**src/rtl/brick_pkg.sv**
```systemverilog
// rtl/brick_pkg.sv - shared screen geometry, colours and paddle FSM states
package brick_pkg;

    localparam int SCREEN_W = 160;
    localparam int SCREEN_H = 120;
    localparam int COLOUR_W = 3;
    localparam int COORD_W  = 10;

    localparam logic [COLOUR_W-1:0] COLOUR_BLACK = 3'b000;
    localparam logic [COLOUR_W-1:0] COLOUR_RED   = 3'b100;

    typedef enum logic [1:0] {
        S_IDLE,
        S_ERASE,
        S_DRAW,
        S_DONE
    } paddle_state_t;

endpackage

```
**src/rtl/paddle_renderer_if.sv**
```systemverilog
// rtl/paddle_renderer_if.sv - movement/redraw handshake and pixel write port
interface paddle_renderer_if
    import brick_pkg::*;
#(
    parameter int XW = COORD_W
);
    logic                enable;
    logic                left;
    logic                right;
    logic                draw_req;
    logic [XW-1:0]       x_out;
    logic [XW-1:0]       y_out;
    logic [COLOUR_W-1:0] colour;
    logic                wren;
    logic                busy;
    logic                done;
    logic [XW-1:0]       pos_x;

    modport slave (
        input  enable, left, right, draw_req,
        output x_out, y_out, colour, wren, busy, done, pos_x
    );

    modport master (
        output enable, left, right, draw_req,
        input  x_out, y_out, colour, wren, busy, done, pos_x
    );
endinterface

```
**src/rtl/paddle_scan.sv**
```systemverilog
// rtl/paddle_scan.sv - raster counter pair walking a W x H rectangle
module paddle_scan #(
    parameter int XW = 10,
    parameter int W  = 16,
    parameter int H  = 2
) (
    input  logic          clk,
    input  logic          resetn,
    input  logic          clear,
    input  logic          step,
    output logic [XW-1:0] qx,
    output logic [XW-1:0] qy,
    output logic          last
);
    localparam logic [XW-1:0] QX_MAX = XW'(W - 1);
    localparam logic [XW-1:0] QY_MAX = XW'(H - 1);

    // qx runs fastest; clear wins over step so a state change restarts the scan
    always_ff @(posedge clk) begin
        if (!resetn || clear) begin
            qx <= '0;
            qy <= '0;
        end else if (step) begin
            if (qx == QX_MAX) begin
                qx <= '0;
                qy <= (qy == QY_MAX) ? '0 : qy + 1'b1;
            end else begin
                qx <= qx + 1'b1;
            end
        end
    end

    // flags the final pixel of the rectangle
    always_comb begin
        last = (qx == QX_MAX) && (qy == QY_MAX);
    end
endmodule

```
**src/rtl/paddle_renderer.sv**
```systemverilog
// rtl/paddle_renderer.sv - paddle position register with erase-then-draw pixel streamer
module paddle_renderer #(
    parameter int         XW        = 10,
    parameter int         SCREEN_W  = 160,
    parameter int         PLAT_W    = 16,
    parameter int         PLAT_H    = 2,
    parameter int         PLAT_Y    = 110,
    parameter int         SPEED     = 1,
    parameter logic [2:0] FG_COLOUR = 3'b100,
    parameter logic [2:0] BG_COLOUR = 3'b000
) (
    input  logic             clk,
    input  logic             resetn,
    paddle_renderer_if.slave bus
);
    import brick_pkg::*;

    localparam logic [XW-1:0] MAX_X     = XW'(SCREEN_W - PLAT_W);
    localparam logic [XW:0]   MAX_X_W   = (XW+1)'(SCREEN_W - PLAT_W);
    localparam logic [XW-1:0] POS_RESET = XW'((SCREEN_W - PLAT_W) / 2);
    localparam logic [XW:0]   SPD       = (XW+1)'(SPEED);
    localparam logic [XW-1:0] TOP_Y     = XW'(PLAT_Y);

    generate
        if (PLAT_W > SCREEN_W) begin : g_bad_width
            $error("paddle wider than screen");
        end
        if (PLAT_Y + PLAT_H > SCREEN_H) begin : g_bad_height
            $error("paddle extends below screen");
        end
        if (SCREEN_W >= (1 << XW)) begin : g_bad_coord
            $error("coordinate width too small for screen");
        end
    endgenerate

    paddle_state_t state, state_next;
    logic [XW-1:0] pos_q, pos_next;
    logic [XW-1:0] new_x, old_x, drawn_x;
    logic          drawn_valid;
    logic          accept;
    logic          scan_clear, scan_step, scan_last;
    logic [XW-1:0] qx, qy;
    logic [XW:0]   pos_dec, pos_inc;

    paddle_scan #(.XW(XW), .W(PLAT_W), .H(PLAT_H)) u_scan (
        .clk    (clk),
        .resetn (resetn),
        .clear  (scan_clear),
        .step   (scan_step),
        .qx     (qx),
        .qy     (qy),
        .last   (scan_last)
    );

    // clamped move; only honoured in IDLE so a redraw sees one position
    always_comb begin
        pos_dec  = {1'b0, pos_q} - SPD;
        pos_inc  = {1'b0, pos_q} + SPD;
        pos_next = pos_q;
        if (state == S_IDLE && bus.enable && !bus.draw_req) begin
            if (bus.left && !bus.right) begin
                pos_next = pos_dec[XW] ? '0 : pos_dec[XW-1:0];
            end else if (bus.right && !bus.left) begin
                pos_next = (pos_inc > MAX_X_W) ? MAX_X : pos_inc[XW-1:0];
            end
        end
    end

    // next-state logic; the scan counters restart on every state change
    always_comb begin
        state_next = state;
        accept     = 1'b0;
        case (state)
            S_IDLE: begin
                if (bus.draw_req) begin
                    accept     = 1'b1;
                    state_next = (drawn_valid && drawn_x != pos_q) ? S_ERASE : S_DRAW;
                end
            end
            S_ERASE: if (scan_last) state_next = S_DRAW;
            S_DRAW:  if (scan_last) state_next = S_DONE;
            S_DONE:  state_next = S_IDLE;
            default: state_next = S_IDLE;
        endcase
        scan_clear = (state_next != state);
        scan_step  = (state == S_ERASE) || (state == S_DRAW);
    end

    // state, position and the record of what is currently on screen
    always_ff @(posedge clk) begin
        if (!resetn) begin
            state       <= S_IDLE;
            pos_q       <= POS_RESET;
            new_x       <= '0;
            old_x       <= '0;
            drawn_x     <= '0;
            drawn_valid <= 1'b0;
        end else begin
            state <= state_next;
            pos_q <= pos_next;
            if (accept) begin
                new_x <= pos_q;
                old_x <= drawn_x;
            end
            if (state == S_DONE) begin
                drawn_x     <= new_x;
                drawn_valid <= 1'b1;
            end
        end
    end

    // pixel port muxing: erase at the old spot, draw at the new one
    always_comb begin
        bus.wren   = 1'b0;
        bus.x_out  = '0;
        bus.y_out  = '0;
        bus.colour = BG_COLOUR;
        bus.busy   = (state != S_IDLE);
        bus.done   = (state == S_DONE);
        bus.pos_x  = pos_q;
        case (state)
            S_ERASE: begin
                bus.wren   = 1'b1;
                bus.x_out  = old_x + qx;
                bus.y_out  = TOP_Y + qy;
                bus.colour = BG_COLOUR;
            end
            S_DRAW: begin
                bus.wren   = 1'b1;
                bus.x_out  = new_x + qx;
                bus.y_out  = TOP_Y + qy;
                bus.colour = FG_COLOUR;
            end
            default: ;
        endcase
    end
endmodule

```
**src/flat_wrapper.sv**
```systemverilog
// flat-port wrapper written by rule: the top's interface ports become plain ports
module paddle_renderer_flat import brick_pkg::*;
#(
    parameter int         XW        = 10,
    parameter int         SCREEN_W  = 160,
    parameter int         PLAT_W    = 16,
    parameter int         PLAT_H    = 2,
    parameter int         PLAT_Y    = 110,
    parameter int         SPEED     = 1,
    parameter logic [2:0] FG_COLOUR = 3'b100,
    parameter logic [2:0] BG_COLOUR = 3'b000
)
  (clk, resetn, bus_enable, bus_left, bus_right, bus_draw_req, bus_x_out, bus_y_out, bus_colour, bus_wren, bus_busy, bus_done, bus_pos_x);
  paddle_renderer_if #(.XW(XW)) bus_i ();
  input  logic clk;
  input  logic resetn;
  input wire logic [$bits(bus_i.enable)-1:0] bus_enable;
  input wire logic [$bits(bus_i.left)-1:0] bus_left;
  input wire logic [$bits(bus_i.right)-1:0] bus_right;
  input wire logic [$bits(bus_i.draw_req)-1:0] bus_draw_req;
  output wire logic [$bits(bus_i.x_out)-1:0] bus_x_out;
  output wire logic [$bits(bus_i.y_out)-1:0] bus_y_out;
  output wire logic [$bits(bus_i.colour)-1:0] bus_colour;
  output wire logic [$bits(bus_i.wren)-1:0] bus_wren;
  output wire logic [$bits(bus_i.busy)-1:0] bus_busy;
  output wire logic [$bits(bus_i.done)-1:0] bus_done;
  output wire logic [$bits(bus_i.pos_x)-1:0] bus_pos_x;
  assign bus_i.enable = bus_enable;
  assign bus_i.left = bus_left;
  assign bus_i.right = bus_right;
  assign bus_i.draw_req = bus_draw_req;
  assign bus_x_out = bus_i.x_out;
  assign bus_y_out = bus_i.y_out;
  assign bus_colour = bus_i.colour;
  assign bus_wren = bus_i.wren;
  assign bus_busy = bus_i.busy;
  assign bus_done = bus_i.done;
  assign bus_pos_x = bus_i.pos_x;
  paddle_renderer #(.XW(XW), .SCREEN_W(SCREEN_W), .PLAT_W(PLAT_W), .PLAT_H(PLAT_H), .PLAT_Y(PLAT_Y), .SPEED(SPEED), .FG_COLOUR(FG_COLOUR), .BG_COLOUR(BG_COLOUR)) u_core (.clk(clk), .resetn(resetn), .bus(bus_i));
endmodule
```
**config.mk**
```make
export PLATFORM = sky130hd
export DESIGN_NAME = paddle_renderer_flat
export DESIGN_NICKNAME = d
export VERILOG_FILES = /design/src/rtl/brick_pkg.sv /design/src/rtl/paddle_renderer_if.sv /design/src/rtl/paddle_scan.sv /design/src/rtl/paddle_renderer.sv /design/src/flat_wrapper.sv
export SDC_FILE = /design/constraint.sdc
export NUM_CORES = 1
export LEC_CHECK = 0
export BUFFER_PORTS_ARGS = -buffer_cell sky130_fd_sc_hd__buf_2
export CORE_MARGIN = 2
export CORE_UTILIZATION = 64
export DETAILED_ROUTE_END_ITERATION = 8
export MAX_ROUTING_LAYER = met4
export PLACE_DENSITY_LB_ADDON = 0.25
export SYNTH_ARGS = -nofsm -noshare
export SYNTH_HDL_FRONTEND = slang
export SYNTH_SLANG_ARGS = --single-unit
```
**constraint.sdc**
```tcl
create_clock -name clk -period 9.58 [get_ports clk]
set_clock_uncertainty 0.15 [all_clocks]
set_input_delay 0.479 -clock clk [delete_from_list [all_inputs] [get_ports clk]]
set_output_delay 0.479 -clock clk [all_outputs]
set_load 0.005 [all_outputs]
```
# After elaboration in Yosys (flattened, before gate mapping)
# Index checks and enable logic that the tools add are counted.
# totals
register_bits	63
inputBits	6
out_inout_bits	36
word_cells	58
# classes
addsub	7
magnitude_cmp	1
eq_ne	7
muxes	17
reduce_logical	18
# ops
cell	count
10-bit two-way mux	7
10-bit by 1-bit adder with 10-bit output (second input constant)	2
10-bit adder	2
10-bit one-hot mux with 2 select lines	1
10-bit by 1-bit adder with 11-bit output (second input constant)	1
11-bit by 8-bit greater-than comparator with 1-bit output (second input constant)	1
10-bit by 1-bit subtractor with 11-bit output (second input constant)	1
7-bit by 10-bit adder with 10-bit output (first input constant)	1
10-bit by 1-bit == test with 1-bit output (second input constant)	1
10-bit by 4-bit == test with 1-bit output (second input constant)	1
10-bit inequality test	1
2-bit two-way mux	4
2-bit one-hot mux with 4 select lines	1
1-bit logical AND	6
2-bit == test (second input constant)	2
1-bit logical NOT	4
2-bit AND reduction	2
2-bit nonzero test	2
1-bit two-way mux	3
3-bit two-way mux	1
2-bit by 1-bit == test with 1-bit output (second input constant)	1
2-bit logical NOT	1
1-bit logical OR	2
2-bit inequality test	1
2-bit OR reduction	1

# Depth between registers and ports, before layout
# logic_depth
depth_word	7
depth_mapped	12
depth_no_buf	11

# Cells and area by module
# From an unflattened synthesis, not the netlist that was laid out.
# hier_totals
cells_unflattened	516
area_unflattened_um2	4139.0
# modules_own_cells
mod	instances	cells_per_inst	area_per_inst_um2	seq_area_each_um2
paddle_renderer	1	406	3185.6	860.8
paddle_scan	1	110	953.4	400.4

# Worst setup path after synthesis
# Ideal clock, no wire load.
# synth_timing
path_kind	flip-flop to output port
from	register u_core.state[0]
to	output bus_x_out[8]
t_arrival_ps	2994
required_time_ps	8951
setup_slack_ps	5957
path_stages_with_launch	13
n_path_buf	1
cell_sequence	dfxtp_1 -> inv_1 -> ha_1 -> clkbuf_1 -> mux2_2 -> ha_1 -> fa_1 -> a21o_1 -> a21oi_1 -> o211ai_1 -> a31oi_1 -> xnor2_1 -> and2_1
# synth_between
elab_chain_cells	2
word_cells_on_any_way	3
cone_classes	eq/ne: 2; mux: 1
# synth_rtl
element	line_no	rtl
start: declaration	paddle_renderer.sv:36	paddle_state_t state, state_next;
start signal: assignment	paddle_renderer.sv:99	state <= state_next;
2-bit == test / 2-bit by 1-bit == test with 1-bit output (equally long branches)	paddle_renderer.sv:121	case (state)
10-bit one-hot mux with 2 select lines (*)	paddle_renderer.sv:121	
end: declaration	flat_wrapper.sv:21	output wire logic [$bits(bus_i.x_out)-1:0] bus_x_out;
# Mark *: on every way between the ends. The rest lies on a longest branch, timed or not.

# Worst setup path after layout
# Same ends and word-level chain as after synthesis.

==> metrics <==
grt total ovfl 0; Crit. Startpoint u_core.state[0]; area taken by flip-flops and latches 1260 µm²; share of the yosys chip area belonging to registers 29.7%; CTS tree yes; minimum period implied by the final worst setup slack 4.25 ns; count of input and output buffers 39; vertical die dimension 85.5 µm; Finished Core Util 71.9%; summed negative setup slack over all endpoints 0 ns; Final Hold Viols 0; Worst Hold Launch u_core.old_x[7]; number of synthesis warnings 0; data required time at the worst endpoint 8.95 ns; pin count of the biggest net entering global routing 46; Crit path buffers/inverters 2; violation count after the first detailed-routing iteration 405; average cell area after synthesis 8.14 µm²; average routed wire per standard cell 15.8 µm; met3 demand-to-capacity share in global routing 6.13%; Final Routed Wirelength 9790 µm; Filler cells 509; Max FO, Critical Path 16; commonest cells after routing, fill and taps aside 63 x nand2_1, 63 x dfxtp_1, 39 x buf_2; CTS Hold Bufs 0; unrepaired setup endpoints after global routing no; Core Region 6390 µm²; worst slew margin relative to its limit 42.1%; Post-layout nets 566; via/cell ratio 6.12; worst flop-to-flop path startpoint u_core.u_scan.qx[6]; Final setup violation count 0; Post-synth ARST share 0%; largest stage delay on the critical path 0.64 ns; number of global-route vias before repair 3515; fmax 0.235 GHz; Reg-to-Reg End u_core.u_scan.qy[6]; placed wire-length estimate after detailed placement 6760 µm; Residual DRC 0; number of register bits inferred by synthesis 63; endpoint with the worst hold slack u_core.old_x[7]; crit-path cells inv_1, ha_1, mux2_2, ha_1, fa_1, a21o_1, a21oi_1, o211ai_1, a31oi_1, xnor2_1, and2_1, buf_2; sort of element at the start of the critical path flip-flop; number of distinct standard cells referenced by the synthesized netlist 65; cell at the root of the clock tree clkbuf_8; clock sink count 63; total number of placement rows 29; boundary pin count 42; result of the run completed; busiest grt layer met2; cell depth of the worst flop-to-flop path 6; class of the most critical setup path reg -> out; Final Cycle Share 44.4%; power density relative to cell area 140 nW/µm²; Reg2Reg Setup Slack 6.48 ns; most numerous cell on the critical path ha_1; Initial Util 66.5%; clock-pin slew on the worst setup and hold paths 0.07 ns; routed vias 3790; instance count of the mapped netlist 522; Max stage delay cell, worst path ha_1; number of violations of the max-capacitance limit 0; overall fraction of global-route tracks in use 28.4%; measured slew at the worst slew-check pin 0.868 ns; initial antenna violation count 0; Data arrival, critical path 3.62 ns; first-pass GRT wire length 16300 µm; number of routed nets with antenna violations 0; horizontal extent of the die 85.5 µm; buffers inserted during post-CTS setup optimization 0; weighted congestion reported at the end of routability-driven placement 0.897; multi-input logic area 2760 µm²; post-synthesis cell area 4250 µm²; worst skew pair latency 0.34 ns; number of buffers on the longest clock path 2; number of iterations in the first detailed-routing pass 5; static leakage 1.80 nW; GR Util met2 44.9%; M1 GR Usage 35.4%; Diodes inserted 0; Worst setup EP type output pin; final number of max-transition violations 0; CTS buffer count 9; cts repair resizes 0; leading register cell type out of synthesis dfxtp_1; share of cells above drive strength 1 14.4%; type of the worst min-delay path reg -> reg; number of H-tree branching levels 3; CP top delay family adder cells; overall die area 7310 µm²; layout overhead on the synthesized area 8.10%; Worst Hold Depth 2; worst vdd rail ir drop 0.111 mV; number of enable-type register cells in the synthesized netlist 0
cells by family after synthesis:
family | synth area share, %
buffers and inverters | 5.51
xor gates and xnor gates | 8.45
DFF | 29.7
AOI/OAI and AO/OA | 17.7
other | 0.0883
muxes | 5.71
and+or+nand+nor | 25.9
adders and majority gates | 6.95
layer usage:
metal / vias to the layer above / share of wire [%]
met5: - / 0
met4: 0 / 2.0
met3: 28 / 5.7
met2: 126 / 47
met1: 1785 / 45
li1: 1851 / -
cells in the mapped netlist (14+ instances only):
cell type,instances,area [µm²]
nand2_1,63,236
a21boi_0,26,195
xnor2_1,24,210
nor2_1,35,131
nor2b_1,14,87.6
and2_1,16,100
clkbuf_1,23,86.3
nand3_1,18,90.1
ha_1,22,275
xor2_1,17,149
o21ai_0,19,95.1
a21oi_1,20,100
dfxtp_1,63,1260
layout make-up:
cell class              instances  area share (%)
clock buffers                  11            3.08
inverters                      12           0.981
flip-flops and latches         63            27.5
clock inverters                 5            1.77
repair buffers                 41            4.58
multi-input cells             410            60.0
well taps                      77            2.10
worst max-delay path by stage:
stage | depth (start not counted) | slack, ns | endpoint
2_1_floorplan | 12 | 5.96 | bus_x_out[8]
3_3_place_gp | 12 | 5.82 | bus_x_out[8]
3_5_place_dp | 12 | 5.67 | bus_x_out[8]
4_1_cts | 12 | 5.30 | bus_x_out[8]
5_1_grt | 12 | 5.08 | bus_x_out[8]
6_report | 12 | 5.33 | bus_x_out[8]
power by group:
group | switching [mW] | leakage, nW | total [mW] | internal, mW
registers | 0.0122 | 0.509 | 0.280 | 0.268
clock network | 0.101 | 0.110 | 0.255 | 0.154
logic | 0.0664 | 1.18 | 0.110 | 0.0440
total | 0.180 | 1.80 | 0.645 | 0.465
stage by stage:
step                      setup WS, ns  cells  power (mW)  cell area [µm²]  hold WS (ns)
final                             5.33    619       0.645             4590         0.320
after global routing              5.08    619       0.673             4590         0.349
after CTS                         5.30    619       0.647             4590         0.322
after detailed placement          5.67    603       0.396             4370         0.311
after global placement            5.82    603       0.391             4370         0.303
after floorplan                   5.96    523       0.369             4250         0.291
state kept, by name (all words and copies together), names as in the netlist:
| register | flops |
|---|---|
| u_core.drawn_x | 10 |
| u_core.bus.pos_x | 10 |
| u_core.drawn_valid | 1 |
| u_core.u_scan.qy | 10 |
| u_core.u_scan.qx | 10 |
| u_core.new_x | 10 |
| u_core.state | 2 |
| u_core.old_x | 10 |
tightest hold or removal path: cells and delay by family (launching register included):
family	cells	cell delay, ns
compound gates	1	0.06
simple gates	1	0.05
flops	1	0.31
Note: power is estimated with default switching activity, not from simulation.
